[config.mk]
export PLATFORM = sky130hd
export DESIGN_NAME = sport_tx_mc
export DESIGN_NICKNAME = d
export VERILOG_FILES = /design/src/rtl/sport_tx_pkg.sv /design/src/rtl/sport_tx_fifo.sv /design/src/rtl/sport_tx_mc.sv
export SDC_FILE = /design/constraint.sdc
export NUM_CORES = 1
export LEC_CHECK = 0
export BUFFER_PORTS_ARGS = -buffer_cell sky130_fd_sc_hd__buf_2
export CORE_ASPECT_RATIO = 0.75
export CORE_MARGIN = 1
export CORE_UTILIZATION = 25
export DETAILED_ROUTE_END_ITERATION = 8
export SYNTH_ARGS = -nofsm -noshare
export SYNTH_HDL_FRONTEND = slang
export SYNTH_SLANG_ARGS = --single-unit
[constraint.sdc]
create_clock -name DSPCLK -period 4.4 [get_ports DSPCLK]
set_input_delay 0.44 -clock DSPCLK [delete_from_list [all_inputs] [get_ports DSPCLK]]
set_output_delay 0.44 -clock DSPCLK [all_outputs]
set_load 0.05 [all_outputs]
[src/rtl/sport_tx_pkg.sv]
// sport_tx_pkg: shared types, defaults and helpers for the SPORT
// multichannel transmitter (sport_tx_mc, sport_tx_fifo).
package sport_tx_pkg;

  localparam int DW_DEF    = 16;
  localparam int DEPTH_DEF = 4;
  localparam int NCH_DEF   = 32;
  localparam int CW_DEF    = 8;

  typedef enum logic {
    IDLE  = 1'b0,
    SHIFT = 1'b1
  } state_t;

  // Bit of the shift register that drives TD.
  function automatic int td_idx(
    input int   slen,
    input logic msbf
  );
    return msbf ? slen : 0;
  endfunction

endpackage

[src/rtl/sport_tx_fifo.sv]
// sport_tx_fifo: synchronous transmit FIFO, no write-to-read bypass.
// Ports: clk, rst (sync high), flush, wr/wdata, rd/rdata, full, empty, count.
module sport_tx_fifo #(
  parameter  int DW    = 16,
  parameter  int DEPTH = 4,
  localparam int AW    = $clog2(DEPTH)
) (
  input  logic          clk,
  input  logic          rst,
  input  logic          flush,
  input  logic          wr,
  input  logic [DW-1:0] wdata,
  input  logic          rd,
  output logic [DW-1:0] rdata,
  output logic          full,
  output logic          empty,
  output logic [AW:0]   count
);

  localparam logic [AW:0]   DEPTH_C = (AW+1)'(DEPTH);
  localparam logic [AW:0]   CNT_ONE = (AW+1)'(1);
  localparam logic [AW-1:0] PTR_ONE = AW'(1);

  logic [DW-1:0] mem [DEPTH];
  logic [AW-1:0] wptr;
  logic [AW-1:0] rptr;
  logic          rd_ok;
  logic          wr_ok;

  assign full  = (count == DEPTH_C);
  assign empty = (count == '0);
  assign rdata = mem[rptr];

  // A pop frees the slot this edge, so a
  // write alongside it is accepted when full.
  assign rd_ok = rd && !empty;
  assign wr_ok = wr && (!full || rd_ok);

  always_ff @(posedge clk) begin
    if (rst || flush) begin
      wptr  <= '0;
      rptr  <= '0;
      count <= '0;
    end else begin
      if (wr_ok) wptr <= wptr + PTR_ONE;
      if (rd_ok) rptr <= rptr + PTR_ONE;
      case ({wr_ok, rd_ok})
        2'b10:   count <= count + CNT_ONE;
        2'b01:   count <= count - CNT_ONE;
        default: count <= count;
      endcase
    end
  end

  always_ff @(posedge clk) begin
    if (wr_ok) mem[wptr] <= wdata;
  end

endmodule

[src/rtl/sport_tx_mc.sv]
// sport_tx_mc: multichannel SPORT transmitter, FIFO-buffered, framed by TFS.
// Ports: DSPCLK/RST, SP_EN, SCLK_EN, TFS, SLEN, MWORD, CH_MASK, MSBF,
//        TX_WE/TX_DI, UNDER_CLR -> TX_FULL, TSREQ, TD, TD_OE, IST,
//        SLOT_NUM, UNDERRUN.
module sport_tx_mc
  import sport_tx_pkg::*;
#(
  parameter  int DW    = DW_DEF,
  parameter  int DEPTH = DEPTH_DEF,
  parameter  int NCH   = NCH_DEF,
  parameter  int CW    = CW_DEF,
  localparam int BW    = $clog2(DW),
  localparam int SW    = $clog2(NCH),
  localparam int AW    = $clog2(DEPTH)
) (
  input  logic           DSPCLK,
  input  logic           RST,
  input  logic           SP_EN,
  input  logic           SCLK_EN,
  input  logic           TFS,
  input  logic [BW-1:0]  SLEN,
  input  logic [CW-1:0]  MWORD,
  input  logic [NCH-1:0] CH_MASK,
  input  logic           MSBF,
  input  logic           TX_WE,
  input  logic [DW-1:0]  TX_DI,
  input  logic           UNDER_CLR,
  output logic           TX_FULL,
  output logic           TSREQ,
  output logic           TD,
  output logic           TD_OE,
  output logic           IST,
  output logic [SW-1:0]  SLOT_NUM,
  output logic           UNDERRUN
);

  localparam logic [AW:0]   DEPTH_C = (AW+1)'(DEPTH);
  localparam logic [BW-1:0] B_ONE   = BW'(1);
  localparam logic [CW-1:0] C_ONE   = CW'(1);

  state_t        state;
  logic [BW-1:0] bcnt;
  logic [CW-1:0] wcnt;
  logic [CW-1:0] slot;
  logic [DW-1:0] shreg;
  logic          oe_q;
  logic          ist_q;
  logic          under_q;

  logic          f_wr;
  logic          f_rd;
  logic          f_full;
  logic          f_empty;
  logic [DW-1:0] f_rdata;
  logic [AW:0]   f_count;

  logic          in_shift;
  logic          word_end;
  logic          frame_end;
  logic          start;
  logic          next_w;
  logic          ld;
  logic [CW-1:0] slot_ld;
  logic          slot_on;
  logic          under_set;
  logic [BW-1:0] idx;

  sport_tx_fifo #(
    .DW    (DW),
    .DEPTH (DEPTH)
  ) u_fifo (
    .clk   (DSPCLK),
    .rst   (RST),
    .flush (!SP_EN),
    .wr    (f_wr),
    .wdata (TX_DI),
    .rd    (f_rd),
    .rdata (f_rdata),
    .full  (f_full),
    .empty (f_empty),
    .count (f_count)
  );

  assign f_wr = TX_WE && SP_EN;

  always_comb begin
    in_shift  = (state == SHIFT);
    word_end  = in_shift && (bcnt == '0);
    frame_end = word_end && (wcnt == '0);
    // A frame can start from IDLE or chain off the
    // last bit of the previous frame, nowhere else.
    start     = SP_EN && SCLK_EN && TFS &&
                (!in_shift || frame_end);
    next_w    = SP_EN && SCLK_EN && word_end &&
                (wcnt != '0);
    ld        = start || next_w;
    slot_ld   = start ? '0 : slot + C_ONE;
    slot_on   = (int'(slot_ld) < NCH) &&
                CH_MASK[slot_ld[SW-1:0]];
    f_rd      = ld && slot_on;
    under_set = ld && slot_on && f_empty;
    idx       = BW'(td_idx(int'(SLEN), MSBF));
  end

  always_ff @(posedge DSPCLK) begin
    if (RST || !SP_EN) begin
      state <= IDLE;
      bcnt  <= '0;
      wcnt  <= '0;
      slot  <= '0;
      shreg <= '0;
      oe_q  <= 1'b0;
      ist_q <= 1'b0;
    end else begin
      ist_q <= start;
      if (ld) begin
        state <= SHIFT;
        bcnt  <= SLEN;
        wcnt  <= start ? MWORD : wcnt - C_ONE;
        slot  <= slot_ld;
        shreg <= (slot_on && !f_empty) ? f_rdata : '0;
        oe_q  <= slot_on;
      end else if (SCLK_EN && in_shift) begin
        if (frame_end) begin
          state <= IDLE;
          bcnt  <= '0;
          wcnt  <= '0;
          slot  <= '0;
          shreg <= '0;
          oe_q  <= 1'b0;
        end else begin
          bcnt  <= bcnt - B_ONE;
          shreg <= MSBF ? (shreg << 1) : (shreg >> 1);
        end
      end
    end
  end

  // Underrun survives SP_EN=0; set beats clear.
  always_ff @(posedge DSPCLK) begin
    if (RST)            under_q <= 1'b0;
    else if (under_set) under_q <= 1'b1;
    else if (UNDER_CLR) under_q <= 1'b0;
  end

  assign TD       = in_shift ? shreg[idx] : 1'b0;
  assign TD_OE    = in_shift && oe_q;
  assign SLOT_NUM = in_shift ? slot[SW-1:0] : '0;
  assign IST      = ist_q;
  assign TX_FULL  = (f_count == DEPTH_C);
  assign TSREQ    = SP_EN && !f_full;
  assign UNDERRUN = under_q;

endmodule

==> results by group, run 1 <==
Timing
  • Setup TNS: 0 ns
  • Hold Slack: roughly 0.23 ns
  • Final hold vios: 0
  • Slew HR: roughly 29%
  • Max Clk Rate: between 200 and 250 MHz
  • Clock period minus worst slack: 4.03 ns
  • RSZ-0062 raised after global routing: false
  • Worst-Margin Slew: approximately 1.1 ns
  • Pins Over Slew Limit: 0
  • Clock skew: between 0.007 and 0.008 ns
  • Final setup fails: 0
  • Period Utilization, post-route: slightly above 90%

Placed design
  • IO buf count: 78
  • RePlAce Congestion: 0.782
  • Placed insts: 826
  • DPL Wire Length: a little under 9000 µm

Global route
  • All-layer global routing usage: 11.4%
  • Gr ovfl total: 0
  • Initial antenna violation count: 0
  • First-pass GRT wire length: approximately 21,000 µm
  • Vias in the first global route: around 3,800
  • Largest net degree at the start of global routing: 38

Logic synthesis
  • Library cells used by synthesis: 63
  • Async set-reset flop share out of synthesis: 0%
  • Number of synthesized flops with an enable pin: 64
  • Mean post-synth cell area: 12.0 µm²
  • Synth Register Bits: 113
  • Netlist Area Pre-Place: between 5000 and 6000 µm²
  • Seq/Total Area, Yosys: 51.2%
  • Most common flop cell mapped by yosys: edfxtp_1
  • Commonest cells post-synth: edfxtp_1 (64), dfxtp_1 (49), nor2_1 (32)
  • Share of the synthesized area in the top cell type: about 34%
  • Yosys warnings: 0
  • Leading area contributor after synthesis: edfxtp_1
  • Most numerous cell in the Yosys netlist: edfxtp_1
  • Cells after synthesis: approximately 470
  • Ranking of synthesized cells by area: edfxtp_1 (34%), dfxtp_1 (17%), mux4_2 (8.7%), mux2i_1 (5.1%), o221a_2 (3.0%)
  • Syn Nets: 551

Drt
  • Residual DRC: 0
  • Drt first-iter violations: just over 300
  • Via Count: a little over 4,000
  • Routed Antenna Nets: 0
  • 1st-pass router iterations: 7
  • Via density: 4.79
  • Per-cell routed wire length: 15.2 µm
  • WL final: approximately 13,000 µm

Pwr
  • Worst vdd rail ir drop: between 200 and 300 µV
  • Leak pwr: roughly 2.5 nW
  • Pwr Density: 382 nW/µm²

Floorplanning
  • DIE AREA: ~23,000 µm²
  • Die width: approximately 180 µm
  • Starting density of the core: about 26%
  • Ports: just under 80
  • Rows: between 40 and 50
  • Die Height: between 100 and 150 µm
  • CORE AREA: 22,200 µm²

Finish
  • Fillcell total: around 2,200
  • Non-Filler Instances: 858
  • N_diodes: 0
  • Area Overhead vs Synth: 23.2%
  • Layout cells sized above 1: 30.1%
  • Fin nets: 629

Clock network
  • Post-CTS sizing: 0
  • Sink Count: 113
  • Htree depth: 4
  • Clock Latency Late Sink: ~0.41 ns
  • Clk slew on worst S/H paths: around 0.06 ns
  • Clock Path Buffers: 2
  • Root buffer cell: clkbuf_16
  • Hold buffers post-CTS: 0
  • Postcts setup bufs: 0
  • TritonCTS Buffers: 17
  • CTS tree: built

Setup path
  • Critical path type: flip-flop to flip-flop
  • Crit path max fanout: 10
  • R2R Setup Slk: ~0.37 ns
  • CP Launch Type: flip-flop
  • CP Data Required Time: approximately 4.7 ns
  • Critical path arrival: around 4.3 ns
  • Path depth of the worst reg2reg path: 14
  • CP endpoint kind: flip-flop

Worst hold path
  • Worst min path class: primary input to flip-flop
  • Hold depth: 2

Outcome
  • Outcome: complete, no violations

Job
  • Max_cap viols: 0
[critical path: stages (launching register included)]
cell,delay (ns)
dfxtp_1,0.48
ha_2,0.37
xor2_2,0.47
mux2i_1,0.19
o41ai_2,0.39
nor2_1,0.14
a32oi_4,0.34
a31oi_2,0.23
nand2_1,0.12
ha_1,0.18
inv_1,0.06
fa_1,0.37
xor2_1,0.16
or3_1,0.30
a21oi_1,0.14
[logic make-up (layout without fill, tap and decap cells)]
family	after synthesis	in the layout	synth area share [%]
AOI/OAI and AO/OA	133	133	17.8
xor gates and xnor gates	9	9	1.65
adders and majority gates	10	10	2.34
buffers and inverters	45	136	3.13
DFF	113	113	51.2
muxes	51	51	13.9
and+or+nand+nor	112	112	10.0
[cells in the final DEF (no fill, tap or decap), drive strengths merged, types with 4 or more instances in the layout]
master,count
o21ai,28
nor3,8
and3,7
a221oi,8
a22oi,4
dfxtp,49
nand2,20
and2,9
o21a,16
mux2i,29
ha,9
xnor2,4
a21oi,29
buf,89
nand3,12
nand2b,9
edfxtp,64
o221a,15
clkbuf,17
nor2,32
xor2,5
inv,25
mux4,22
[registers in the layout (all words and copies together) (netlist names), 2 cells and up, named ones only]
name          cells
u_fifo.mem       64
shreg            16
slot              8
wcnt              8
bcnt              4
u_fifo.count      3
u_fifo.rptr       2
u_fifo.wptr       2
[routing by layer]
metal | global-route usage (%) | vias up | wire length, µm
li1 | - | 2006 | -
met1 | 17.7 | 1992 | 6930
met2 | 15.1 | 101 | 5300
met3 | 2.93 | 8 | 666
met4 | 3.62 | 0 | 100
met5 | 0 | - | 0
[worst paths after layout]
check                            endpoint                 start
max          u_fifo.count[2]$_SDFFE_PP0P_  slot[1]$_SDFFE_PP0P_
min                 UNDERRUN$_SDFFE_PP0P_                   RST
max reg2reg  u_fifo.count[2]$_SDFFE_PP0P_  slot[1]$_SDFFE_PP0P_
min reg2reg             oe_q$_SDFFE_PP0P_     oe_q$_SDFFE_PP0P_
[where the power goes]
| part | switching [mW] | internal, mW |
|---|---|---|
| clock | 0.567 | 0.807 |
| sequential | 0.0103 | 1.13 |
| combinational | 0.0854 | 0.0673 |
| total | 0.662 | 2.01 |
[stage by stage]
stage               util, %  instance area (µm²)  power (mW)  setup WS, ns
global route           31.5                 6980        2.76        0.0744
floorplan                 -                 5670        1.25         0.802
CTS                    31.5                 6980        2.70         0.316
finish                 31.5                 6980        2.67         0.372
global placement       28.8                 6390        1.32         0.399
detailed placement     28.8                 6390        1.32         0.332
[area by class of cell]
type | count | area [µm²] | area share (%)
multi-input cells | 315 | 2590 | 37.1
repair buffers | 89 | 473 | 6.77
flip-flops and latches | 113 | 2900 | 41.6
clock inverters | 15 | 166 | 2.38
clock buffers | 17 | 425 | 6.09
well taps | 294 | 368 | 5.27
inverters | 15 | 56.3 | 0.806
Note: power is estimated with default switching activity, not from simulation.
==> run 2, diff against run 1 <==
CTS_CLUSTER_DIAMETER = 30   (was default)
GPL_TIMING_DRIVEN = 0   (was default)
clock period = 3.8 ns   (was 4.4 ns; I/O delays follow)
==> results by group, run 2 (synthesis results as in run 1) <==
Drt
  • Drt first-iter violations: approximately 240
  • Per-cell routed wire length: roughly 16 µm
  • Residual DRC: 0
  • WL final: 14,200 µm
  • Via density: 4.91
  • 1st-pass router iterations: 5
  • Routed Antenna Nets: 0
  • Via Count: roughly 4,300

Timing
  • Clock period minus worst slack: 3.65 ns
  • Slew HR: between 40% and 50%
  • Final hold vios: 0
  • Setup TNS: 0 ns
  • Final setup fails: 0
  • Worst-Margin Slew: 0.858 ns
  • Max Clk Rate: 274 MHz
  • Hold Slack: 0.166 ns
  • Pins Over Slew Limit: 0
  • Period Utilization, post-route: between 90 and 100%
  • Final setup margin: between 0.1 and 0.15 ns
  • Clock skew: 0.0134 ns

Setup path
  • CP endpoint kind: flip-flop
  • CP Data Required Time: between 4 and 5 ns
  • Critical path type: flip-flop to flip-flop
  • Crit-path slowest cell: o41ai_4
  • R2R Setup Slk: around 0.15 ns
  • Delay-heaviest family, CP: compound AO/OA/AOI/OAI gates
  • CP peak stage delay: between 0.4 and 0.5 ns
  • WP buf/inv: 2
  • Crit path cell chain: ha_1 > buf_6 > xnor2_4 > a311o_1 > o41ai_4 > nor2_2 > a32oi_4 > a31oi_4 > nand2_1 > ha_2 > inv_1 > fa_1 > xor2_1 > or3_1 > a21oi_2
  • Crit path max fanout: 9
  • CP Launch Type: flip-flop
  • Critical path arrival: roughly 4 ns

Placed design
  • Post-Place Cell Area: 6420 µm²
  • IO buf count: 76
  • RePlAce Congestion: ~0.80
  • Placed insts: roughly 840
  • Setup slack after placement: -0.424 ns
  • DPL Wire Length: between 9000 and 10,000 µm

Finish
  • Largest regs: u_fifo.mem: 64 flops, shreg: 16 flops
  • Fin nets: between 600 and 700
  • Most common cell after layout, fill and taps aside: buf_2
  • Layout cells sized above 1: around a third
  • Non-Filler Instances: between 800 and 900
  • Largest reg by FF count: u_fifo.mem
  • Area Overhead vs Synth: 27.7%
  • Largest register FFs: 64
  • Commonest non-fill, non-tap cells in the layout: buf_2 (77), edfxtp_1 (64), dfxtp_1 (45)
  • N_diodes: 0
  • Finished layout cell area: just over 7000 µm²
  • Final Util: 32.7%

Global route
  • Vias in the first global route: 4,161
  • Initial antenna violation count: 0
  • Largest net degree at the start of global routing: 17
  • All-layer global routing usage: about an eighth
  • Gr ovfl total: 0
  • First-pass GRT wire length: roughly 23,000 µm

Pwr
  • Tot Pwr: about 3.1 mW
  • Psw: approximately 0.8 mW
  • Leak pwr: ~2.6 nW
  • Internal power: 2.33 mW
  • Switching share of total power: 25.6%
  • Clk pwr share: between 50% and 60%
  • Power share of the sequential group: between 40 and 50%
  • Worst vdd rail ir drop: approximately 320 µV
  • Comb power frac: under 10%
  • Pwr Density: between 400 and 500 nW/µm²

Floorplanning
  • Starting density of the core: 25.6%
  • CORE AREA: approximately 22,000 µm²
  • Die width: between 150 and 200 µm
  • Rows: 47
  • Die Height: ~130 µm
  • Ports: 79
  • DIE AREA: 23,300 µm²

Clock network
  • Htree depth: 4
  • CTS tree: built
  • Sink Count: roughly 110
  • Hold buffers post-CTS: 0
  • Clk slew on worst S/H paths: ~0.060 ns
  • Root buffer cell: clkbuf_16
  • Clock Latency Late Sink: around 0.42 ns
  • Clock Path Buffers: 2
  • TritonCTS Buffers: 17

Worst hold path
  • Worst min path class: primary input to flip-flop

Job
  • Max_cap viols: 0

Outcome
  • Outcome: complete, no violations
-- run 2: changes by cell type in the layout (fill, tap and decap cells not counted), sizes merged --
cell      delta
clkbuf      +26
buf          +1
clkinv       +1
clkinvlp     -1
-- run 2: metal layers --
metal	wire, µm	GRT usage, %	up-vias
met1	7120	18.9	2152
met4	111	3.62	0
met3	856	2.73	13
met2	6080	18.0	131
li1	-	-	2053
met5	0	0	-
-- run 2: cell type report --
type / instances / area [µm²]
timing repair buffer: 87 / 475
sequential: 113 / 2910
buffer: 29 / 131
clock inverter: 15 / 165
inverter: 15 / 56.3
clock buffer: 17 / 425
tap: 294 / 368
multi-input combinational: 315 / 2710
fill: 2233 / 14900
-- run 2: worst reg2reg max path: cells and delay by family, from the launching register on --
kind	cells	cell delay (ns)
DFF	1	0.38
and+or+nand+nor	3	0.55
adders and majority gates	3	0.76
xor gates and xnor gates	2	0.30
buffers and inverters	2	0.21
AOI/OAI and AO/OA	5	1.38
-- run 2: final timing paths --
path | startpoint | end | cells after the start
worst max-delay path | slot[1]$_SDFFE_PP0P_ | u_fifo.count[2]$_SDFFE_PP0P_ | 15
worst min-delay path | RST | UNDERRUN$_SDFFE_PP0P_ | 2
worst max register to register | slot[1]$_SDFFE_PP0P_ | u_fifo.count[2]$_SDFFE_PP0P_ | 15
worst min register to register | oe_q$_SDFFE_PP0P_ | oe_q$_SDFFE_PP0P_ | 2
-- run 2: timing repair --
action	4_1_cts	5_1_grt
cloned	0	0
resized for setup	15	16
buffers inserted	2	9
pin swaps	6	6
setup endpoints to repair	66	66
-- run 2: power groups by stage --
stage | registers (mW) | logic (mW) | clock network (mW)
final | 1.32 | 0.190 | 1.62
after global routing | 1.32 | 0.209 | 1.70
after CTS | 1.32 | 0.186 | 1.65
after detailed placement | 1.35 | 0.182 | 0
after global placement | 1.35 | 0.180 | 0
after floorplan | 1.35 | 0.103 | 0
==> run 3, diff against run 2 <==
MAX_ROUTING_LAYER = met4   (was default)
==> results by group, run 3 (synthesis results as in run 1) <==
Timing
  • Period Utilization, post-route: between 90% and 100%
  • Clock period minus worst slack: around 3.6 ns
  • Clock skew: 0.0118 ns
  • Final setup margin: roughly 0.15 ns
  • Max Clk Rate: roughly 270 MHz
  • Worst-Margin Slew: approximately 0.87 ns
  • Final hold vios: 0
  • Slew HR: 42.1%
  • Final setup fails: 0
  • Pins Over Slew Limit: 0
  • Setup TNS: 0 ns

Setup path
  • CP endpoint kind: flip-flop
  • Crit-path slowest cell: o41ai_4
  • RR Startpoint: slot[1]$_SDFFE_PP0P_
  • WP buf/inv: 2
  • Critical path arrival: ~4.0 ns
  • Delay-heaviest family, CP: compound AO/OA/AOI/OAI gates
  • R2R Setup Slk: 0.15 ns
  • Crit path cell chain: ha_1 > buf_6 > xnor2_4 > a311o_1 > o41ai_4 > nor2_2 > a32oi_4 > a31oi_4 > nand2_1 > ha_2 > inv_1 > fa_1 > xor2_1 > or3_1 > a21oi_2
  • CP Data Required Time: about 4.2 ns
  • CP peak stage delay: approximately 0.44 ns
  • FF-to-FF End: u_fifo.count[2]$_SDFFE_PP0P_
  • Path depth of the worst reg2reg path: 15
  • Crit path max fanout: 9
  • CP Launch Type: flip-flop
  • Critical path type: flip-flop to flip-flop

Finish
  • Commonest non-fill, non-tap cells in the layout: buf_2 (77), edfxtp_1 (64), dfxtp_1 (45)
  • Final Util: around 33%
  • Most common cell after layout, fill and taps aside: buf_2
  • Area Overhead vs Synth: 27.7%
  • Largest reg by FF count: u_fifo.mem
  • Largest regs: u_fifo.mem: 64 flops, shreg: 16 flops
  • Largest register FFs: 64
  • N_diodes: 0
  • Layout cells sized above 1: roughly a third
  • Fin nets: 656
  • Finished layout cell area: slightly above 7000 µm²

Worst hold path
  • Worst hold start: RST
  • Hold Path Sink: UNDERRUN$_SDFFE_PP0P_
  • Hold depth: 2
  • Worst min path class: primary input to flip-flop

Floorplanning
  • Ports: ~80
  • Rows: 47
  • Die width: roughly 180 µm
  • Die Height: between 100 and 150 µm
  • CORE AREA: ~22,000 µm²
  • DIE AREA: roughly 23,000 µm²
  • Starting density of the core: between 20 and 30%

Global route
  • Initial antenna violation count: 0
  • First-pass GRT wire length: approximately 23,000 µm
  • Largest net degree at the start of global routing: 17
  • All-layer global routing usage: between 10% and 20%
  • Gr ovfl total: 0
  • Vias in the first global route: 4,154

Placed design
  • IO buf count: between 70 and 80
  • Post-Place Cell Area: about 6400 µm²
  • RePlAce Congestion: ~0.81
  • DPL Wire Length: between 9000 and 10,000 µm
  • Setup slack after placement: -0.424 ns

Clock network
  • Clock Path Buffers: 2
  • Root buffer cell: clkbuf_16
  • Clock Latency Late Sink: ~0.42 ns
  • TritonCTS Buffers: 17
  • CTS tree: built
  • Hold buffers post-CTS: 0
  • Sink Count: roughly 110
  • Htree depth: 4
  • Clk slew on worst S/H paths: ~0.06 ns

Outcome
  • Outcome: complete, no violations

Pwr
  • Worst vdd rail ir drop: 315 µV
  • Leak pwr: ~2.6 nW
  • Pwr Density: between 400 and 500 nW/µm²

Drt
  • Drt first-iter violations: about 280
  • Via density: about 5
  • 1st-pass router iterations: 5
  • WL final: approximately 14,000 µm
  • Via Count: between 4,000 and 5,000
  • Routed Antenna Nets: 0
  • Per-cell routed wire length: ~16 µm
  • Residual DRC: 0

Job
  • Max_cap viols: 0
-- run 3: cell counts in the layout (fill, tap and decap cells not counted) --
No cell type changed its count.
-- run 3: worst max path at each step --
| stage | startpoint | end | slack (ns) | cells after the start |
|---|---|---|---|---|
| after floorplan | slot[1]$_SDFFE_PP0P_ | u_fifo.count[2]$_SDFFE_PP0P_ | 0.20 | 15 |
| after global placement | slot[1]$_SDFFE_PP0P_ | u_fifo.count[2]$_SDFFE_PP0P_ | -0.39 | 15 |
| after detailed placement | slot[1]$_SDFFE_PP0P_ | u_fifo.count[2]$_SDFFE_PP0P_ | -0.42 | 15 |
| after CTS | slot[0]$_SDFFE_PP0P_ | u_fifo.count[2]$_SDFFE_PP0P_ | 0.01 | 16 |
| after global routing | slot[2]$_SDFFE_PP0P_ | u_fifo.count[2]$_SDFFE_PP0P_ | -0.0004 | 14 |
| final | slot[1]$_SDFFE_PP0P_ | u_fifo.count[2]$_SDFFE_PP0P_ | 0.15 | 15 |
-- run 3: area by class of cell --
| class | instances | area, µm² |
|---|---|---|
| clock buffers | 17 | 425 |
| flip-flops and latches | 113 | 2910 |
| fillers | 2233 | 14900 |
| repair buffers | 87 | 475 |
| clock inverters | 15 | 165 |
| multi-input cells | 315 | 2710 |
| well taps | 294 | 368 |
| inverters | 15 | 56.3 |
| plain buffers | 29 | 131 |
-- run 3: what timing repair did --
| item | CTS | global route |
|---|---|---|
| endpoints found under the setup margin | 66 | 66 |
| pin swaps | 6 | 6 |
| setup buffers | 2 | 9 |
| hold endpoints to repair | 0 | 0 |
| gates resized for setup | 15 | 16 |
-- run 3: power by group --
group / leakage, nW / internal (mW) / switching [mW] / total [mW]
clock network: 0.287 / 0.936 / 0.683 / 1.62
logic: 1.29 / 0.0823 / 0.107 / 0.190
registers: 0.980 / 1.31 / 0.0112 / 1.32
total: 2.55 / 2.33 / 0.801 / 3.13
-- run 3: per-layer routing --
metal  vias to the layer above  share of wire, %  track usage [%]
met1                      2158                51             18.9
met3                        11               4.9             2.61
met5                         -                 0                -
met2                       101                43             18.0
met4                         0              0.75             3.62
li1                       2056                 -                -
-- run 3: through the flow --
stage / power [mW] / cells / hold WS (ns)
after floorplan: 1.45 / 473 / 0.432
after global placement: 1.53 / 843 / 0.443
after detailed placement: 1.53 / 843 / 0.449
after CTS: 3.15 / 877 / 0.152
after global routing: 3.23 / 885 / 0.165
final: 3.13 / 885 / 0.165
-- run 3: worst reg2reg max path, cell delays in order (launching register included) --
cell	delay, ns
dfxtp_4	0.38
ha_1	0.20
buf_6	0.15
xnor2_4	0.15
a311o_1	0.40
o41ai_4	0.44
nor2_2	0.12
a32oi_4	0.31
a31oi_4	0.13
nand2_1	0.09
ha_2	0.19
inv_1	0.05
fa_1	0.37
xor2_1	0.15
or3_1	0.33
a21oi_2	0.11
